==> config.mk <==
export PLATFORM = sky130hd
export DESIGN_NAME = cdt_frame_receiver
export DESIGN_NICKNAME = d
export VERILOG_FILES = /design/src/rtl/cdt_frame_receiver.sv
export SDC_FILE = /design/constraint.sdc
export NUM_CORES = 2
export LEC_CHECK = 0
export CORE_MARGIN = 2
export CORE_UTILIZATION = 45
export DETAILED_ROUTE_END_ITERATION = 10
export PLACE_DENSITY_LB_ADDON = 0.25
export SLEW_MARGIN = 20
export SYNTH_ARGS = -nofsm -noshare
export SYNTH_HDL_FRONTEND = slang
export SYNTH_SLANG_ARGS = --single-unit
==> constraint.sdc <==
create_clock -name clk -period 5.36 [get_ports clk]
set_clock_uncertainty 0.15 [all_clocks]
set_input_delay 1.34 -clock clk [delete_from_list [all_inputs] [get_ports clk]]
set_output_delay 1.34 -clock clk [all_outputs]
set_load 0.01 [all_outputs]
==> src/rtl/cdt_frame_receiver.sv <==
// -----------------------------------------------------------------------------
// cdt_frame_receiver
//
// Recovers fixed-length frames from the unqualified CDT word stream and
// replays each frame's payload over a valid/ready interface.
//
// The incoming stream has no framing strobe. Every word is written into the
// current write bank. A frame is recognised when a trailer marker is followed
// directly by a crate word that matches crateID. The PAYLOAD words that arrived
// just before that trailer are the frame payload.
//
// There are two banks. While one bank is being replayed, the other keeps
// filling. A frame that completes while the reader is still busy is dropped.
// The bank being replayed is never overwritten.
//
// Ports
//   clk         : sole clock, rising edge
//   reset       : synchronous, active-low
//   din         : packed 16-bit word stream, one word per clock
//   crateID     : expected crate number (static)
//   dout        : payload word presented to the consumer
//   dout_valid  : dout holds a payload word
//   dout_ready  : consumer accepts dout when dout_valid is high
//   dout_last   : marks the final payload word of a frame
//   dout_crate  : crate number of the frame being read out
//   frame_count : accepted frames (saturating)
//   drop_count  : valid frames discarded because the reader was busy (saturating)
//   err_count   : rejected trailer candidates (saturating)
// -----------------------------------------------------------------------------
module cdt_frame_receiver #(
    parameter int          PAYLOAD = 49,
    parameter logic [15:0] TRAILER = 16'h5555,
    parameter int          DEPTH   = 64
) (
    input  logic        clk,
    input  logic        reset,
    input  logic [15:0] din,
    input  logic [4:0]  crateID,
    output logic [15:0] dout,
    output logic        dout_valid,
    input  logic        dout_ready,
    output logic        dout_last,
    output logic [4:0]  dout_crate,
    output logic [15:0] frame_count,
    output logic [7:0]  drop_count,
    output logic [7:0]  err_count
);

    localparam int AW = $clog2(DEPTH);
    localparam logic [AW-1:0] PAY_A    = AW'(PAYLOAD);
    localparam logic [AW-1:0] LAST_IDX = AW'(PAYLOAD - 1);
    localparam logic [AW-1:0] FCNT_MAX = AW'(DEPTH - 1);

    typedef enum logic {HUNT, TRAIL} hunt_t;
    typedef enum logic {RIDLE, RSEND} read_t;

    // Storage: two banks, selected by wbank (writer) and rbank (reader)
    logic [15:0] mem [2][DEPTH];

    hunt_t         hunt_state, hunt_next;
    read_t         read_state, read_next;
    logic          wbank, rbank;
    logic [AW-1:0] wptr;
    logic [AW-1:0] fcnt;
    logic [AW-1:0] ta;
    logic [AW-1:0] raddr;
    logic [AW-1:0] ridx;

    logic is_trailer, enough, crate_ok;
    logic xfer, last_xfer;
    logic latch_ta, frame_ok, cand_err, accept, drop;

    // Writer: every word goes into the write bank, whatever it is. Words
    // arriving during reset are discarded, so nothing stale is ever replayed.
    always_ff @(posedge clk) begin
        if (reset) begin
            mem[wbank][wptr] <= din;
        end
    end

    // Next-state logic for the hunt and reader FSMs.
    //
    // The hunt FSM arms on a trailer only after at least PAYLOAD words are
    // in the bank. It then judges the following word as a crate word. A
    // repeated trailer re-arms on the newer marker.
    //
    // A valid frame is accepted only if the reader can take the bank now:
    // either the reader is idle, or it is handing over its final word in
    // this same cycle. Otherwise the frame is dropped.
    always_comb begin
        hunt_next  = hunt_state;
        read_next  = read_state;
        latch_ta   = 1'b0;
        frame_ok   = 1'b0;
        cand_err   = 1'b0;

        is_trailer = (din == TRAILER);
        enough     = (fcnt >= PAY_A);
        crate_ok   = (din[15:5] == 11'd0) && (din[4:0] == crateID);
        xfer       = (read_state == RSEND) && dout_ready;
        last_xfer  = xfer && (ridx == LAST_IDX);

        case (hunt_state)
            HUNT: begin
                if (is_trailer && enough) begin
                    hunt_next = TRAIL;
                    latch_ta  = 1'b1;
                end
            end
            TRAIL: begin
                if (is_trailer) begin
                    if (enough) begin
                        latch_ta = 1'b1;
                    end else begin
                        hunt_next = HUNT;
                    end
                end else begin
                    hunt_next = HUNT;
                    if (crate_ok) begin
                        frame_ok = 1'b1;
                    end else begin
                        cand_err = 1'b1;
                    end
                end
            end
            default: hunt_next = HUNT;
        endcase

        accept = frame_ok && ((read_state == RIDLE) || last_xfer);
        drop   = frame_ok && !accept;

        case (read_state)
            RIDLE: begin
                if (accept) begin
                    read_next = RSEND;
                end
            end
            RSEND: begin
                if (last_xfer && !accept) begin
                    read_next = RIDLE;
                end
            end
            default: read_next = RIDLE;
        endcase
    end

    // Output presentation. The read address moves only on a transfer, and
    // the read bank is never written while it is being replayed. As a
    // result, dout holds steady through a stall.
    always_comb begin
        dout_valid = (read_state == RSEND);
        dout_last  = dout_valid && (ridx == LAST_IDX);
        dout       = dout_valid ? mem[rbank][raddr] : 16'd0;
    end

    // State registers, pointers and counters.
    //
    // On any valid frame, the write pointer and fill count restart. This
    // happens whether the frame is accepted or dropped. On acceptance, the
    // banks swap, and the reader starts PAYLOAD words before the trailer.
    // The address wraps modulo DEPTH because DEPTH is a power of two.
    always_ff @(posedge clk) begin
        if (!reset) begin
            hunt_state  <= HUNT;
            read_state  <= RIDLE;
            wbank       <= 1'b0;
            rbank       <= 1'b0;
            wptr        <= '0;
            fcnt        <= '0;
            ta          <= '0;
            raddr       <= '0;
            ridx        <= '0;
            dout_crate  <= 5'd0;
            frame_count <= 16'd0;
            drop_count  <= 8'd0;
            err_count   <= 8'd0;
        end else begin
            hunt_state <= hunt_next;
            read_state <= read_next;

            if (latch_ta) begin
                ta <= wptr;
            end

            if (frame_ok) begin
                wptr <= '0;
                fcnt <= '0;
            end else begin
                wptr <= wptr + 1'b1;
                if (fcnt != FCNT_MAX) begin
                    fcnt <= fcnt + 1'b1;
                end
            end

            if (accept) begin
                rbank      <= wbank;
                wbank      <= ~wbank;
                raddr      <= ta - PAY_A;
                ridx       <= '0;
                dout_crate <= din[4:0];
                if (frame_count != 16'hFFFF) begin
                    frame_count <= frame_count + 16'd1;
                end
            end else if (xfer) begin
                raddr <= raddr + 1'b1;
                ridx  <= ridx + 1'b1;
            end

            if (drop && (drop_count != 8'hFF)) begin
                drop_count <= drop_count + 8'd1;
            end

            if (cand_err && (err_count != 8'hFF)) begin
                err_count <= err_count + 8'd1;
            end
        end
    end

endmodule
==> metrics.cfg <==
[cells_and_area]
seqCellArea_um2=63000
final_nets=4637
syn_to_final_growth_pct=17.4
drive_above_1_share_pct=29.7
fin_area_um2=97700
stdcell_count=7248
fillers=14200
fin_util_pct=53.2
multi_input_area_um2=19500

[sta]
grt_setup_unrepaired=yes
finalWorstSetupSlack_ns=-0.00256
drv_slew=0
post-route-min-period_ns=5.36
maxSlewHeadroom_pct=24.5
finalHoldViolations=0
fmax_ghz=0.186
finalCritPeriodShare_pct=100
whs_ns=0.331
worst-slew-pin-transition_ns=1.13
setup_viol=1
fin_setup_tns_ns=-0.00256

[logic_synthesis]
yosysMostFrequentCell=edfxtp_1
yosys_register_bits=2120
syn_nets=4109
syn_avg_cell_area_um2=20.4
yosysSeqAreaShare_pct=75.6
synth_top_cell_area_share_pct=73.9
yosys_warnings=0
synthTopCellsByCount=edfxtp_1 (2048), mux4_2 (414), mux2i_1 (231)
yosysTopAreaCell=edfxtp_1
synth_top_flop_cell=edfxtp_1
synth-edff-count=2048
ys_types=76
netlist_instances=4074
synthTopCellsByArea=edfxtp_1 (74%), mux4_2 (11%), mux2i_1 (2.8%)
synth_area_um2=83200
async_reset_ff_share_pct=0

[drt]
dr.first_iter.drc_count=5950
dr.pass1.iters=7
dr_total_vias=43900
wire_per_inst_um=32.3
routed_wl_um=234000
vias_per_cell=6.06
final_antenna_net_count=0
drcViolationCount=0

[floorplanning]
initial_utilization_pct=45.4
die_y_um=434
num_rows=157
dieWidth_um=434
ioPinCount=79
core_area_um2=183000
die_area_um2=188000

[clock_tree]
h-tree-depth=4
tritoncts=done
clock-root-buffer=clkbuf_16
cts_buffers=214
clk_pin_slew_worst_paths_ns=0.06
clkLatencyLatePin_ns=0.85
hold_buffers=0
clockBufferDepth=3
cts.sinks=2120

[power_and_ir_drop]
vdd_drop_max_mv=0.302
power_density_nw_per_um2=336
p_leak_nw=30.3
report.power.total_mw=32.9

[worst_setup_path]
crit_arrival_ns=3.87
path_buf_inv=7
crit_chain=buf_6, buf_16, buf_12, buf_16, buf_12, mux4_2, mux4_2, a2111oi_4, buf_4, nor4_1, buf_4
ff2ff_setup_slack_ns=2.21
worst-path-max-fanout=6
required_ns=3.87
crit_type=reg -> out
crit_family=multiplexers
crit_path_start_kind=flop
end_kind=output pin
crit_slowest_cell=mux4_2
slowest_delay_ns=0.61

[global_route]
grt_max_degree=97
grt_use_total_pct=24.9
overflow=0
antenna_found_initial=6
grt_pass1_wl_um=330000
grt_pass1_vias=43200

[place]
pre_cts_ws_ns=-0.318
place_area_um2=89000
globalplace.congestion=0.847
hpwl_um=142000
dp.cells=6752
portBuffers=78

[status]
violations=setup timing
status=finished, violations left

[run]
cap_violations=0

[min_path]
holdCritPathClass=reg -> reg

==> area by class of cell <==
cell class	count	share of cell area (%)
flip-flops and latches	2120	64.4
multi-input cells	1698	19.9
clock buffers	267	5.73
repair buffers	547	5.64
well taps	2464	3.16
clock inverters	130	0.995
inverters	21	0.0884
diodes	1	0.00256
==> layout by cell type, fill, tap and decap left out, types with 16 or more instances in the layout <==
cell,n
mux2i_1,224
xnor2_1,19
edfxtp_1,2048
a22oi_1,28
xor2_1,17
clkbuf_16,216
nand3_1,53
mux4_1,30
nand4_1,20
clkdlybuf4s50_1,46
mux4_2,425
o211ai_1,16
a221oi_1,22
clkinv_1,65
a21oi_1,51
nor3_1,23
clkbuf_1,51
nor2_2,68
buf_4,373
nand2_1,149
dfxtp_1,65
a211oi_1,17
clkinv_2,34
a221o_1,16
buf_6,32
nor2_1,145
o21ai_0,49
buf_12,54
==> worst register-to-register path, cell delays in order, from the launching register on <==
cell     delay, ns
dfxtp_1       0.64
or3b_2        0.63
or2_2         0.43
nor2_2        0.63
buf_4         0.35
==> path summary, 6_finish.rpt <==
check / startpoint / endpoint / cells past startpoint
max: flop / dout[9] / 11
min: frame_count[10] / frame_count[10] / 2
max reg2reg: wptr[5] / mem[1][508] / 4
min reg2reg: frame_count[10] / frame_count[10] / 2
==> state kept, by name (all words and copies together) (netlist names), named ones only <==
name,flops
wptr,6
drop_count,8
rbank,1
hunt_state,1
dout_crate,5
ta,6
fcnt,6
raddr,6
frame_count,16
wbank,1
dout_valid,1
ridx,6
err_count,8
mem,2048
==> what timing repair did <==
| item | 4_1_cts | 5_1_grt |
|---|---|---|
| setup buffers | 80 | 17 |
| cloned | 13 | 0 |
| gates resized for setup | 269 | 26 |
| endpoints found under the setup margin | 16 | 15 |
| pin swaps | 48 | 19 |
==> layer usage <==
metal | global-route usage, % | wire [um] | vias to the layer above
met4 | 8.90 | 8630 | 6
met5 | 0 | 41 | -
li1 | - | - | 18000
met3 | 4.12 | 19600 | 385
met1 | 35.7 | 95900 | 23500
met2 | 38.9 | 110000 | 2056
==> power by group <==
part | total, mW | internal, mW | leakage, nW | switching (mW)
clock | 14.2 | 7.83 | 3.20 | 6.33
combinational | 0.495 | 0.0834 | 8.14 | 0.411
sequential | 18.2 | 18.2 | 19.0 | 0.0128
==> cell families (layout without fill, tap and decap cells) <==
| family | count (synthesis) | count (layout) | synth area share (%) |
|---|---|---|---|
| compound gates | 366 | 366 | 3.14 |
| fa+ha+maj | 11 | 11 | 0.165 |
| simple gates | 588 | 588 | 3.25 |
| flops | 2120 | 2120 | 75.6 |
| other cells | 0 | 1 | 0 |
| xor+xnor | 36 | 36 | 0.379 |
| buf+inv | 256 | 965 | 2.00 |
| mux | 697 | 697 | 15.4 |
Power figures use the tool's default switching activity.
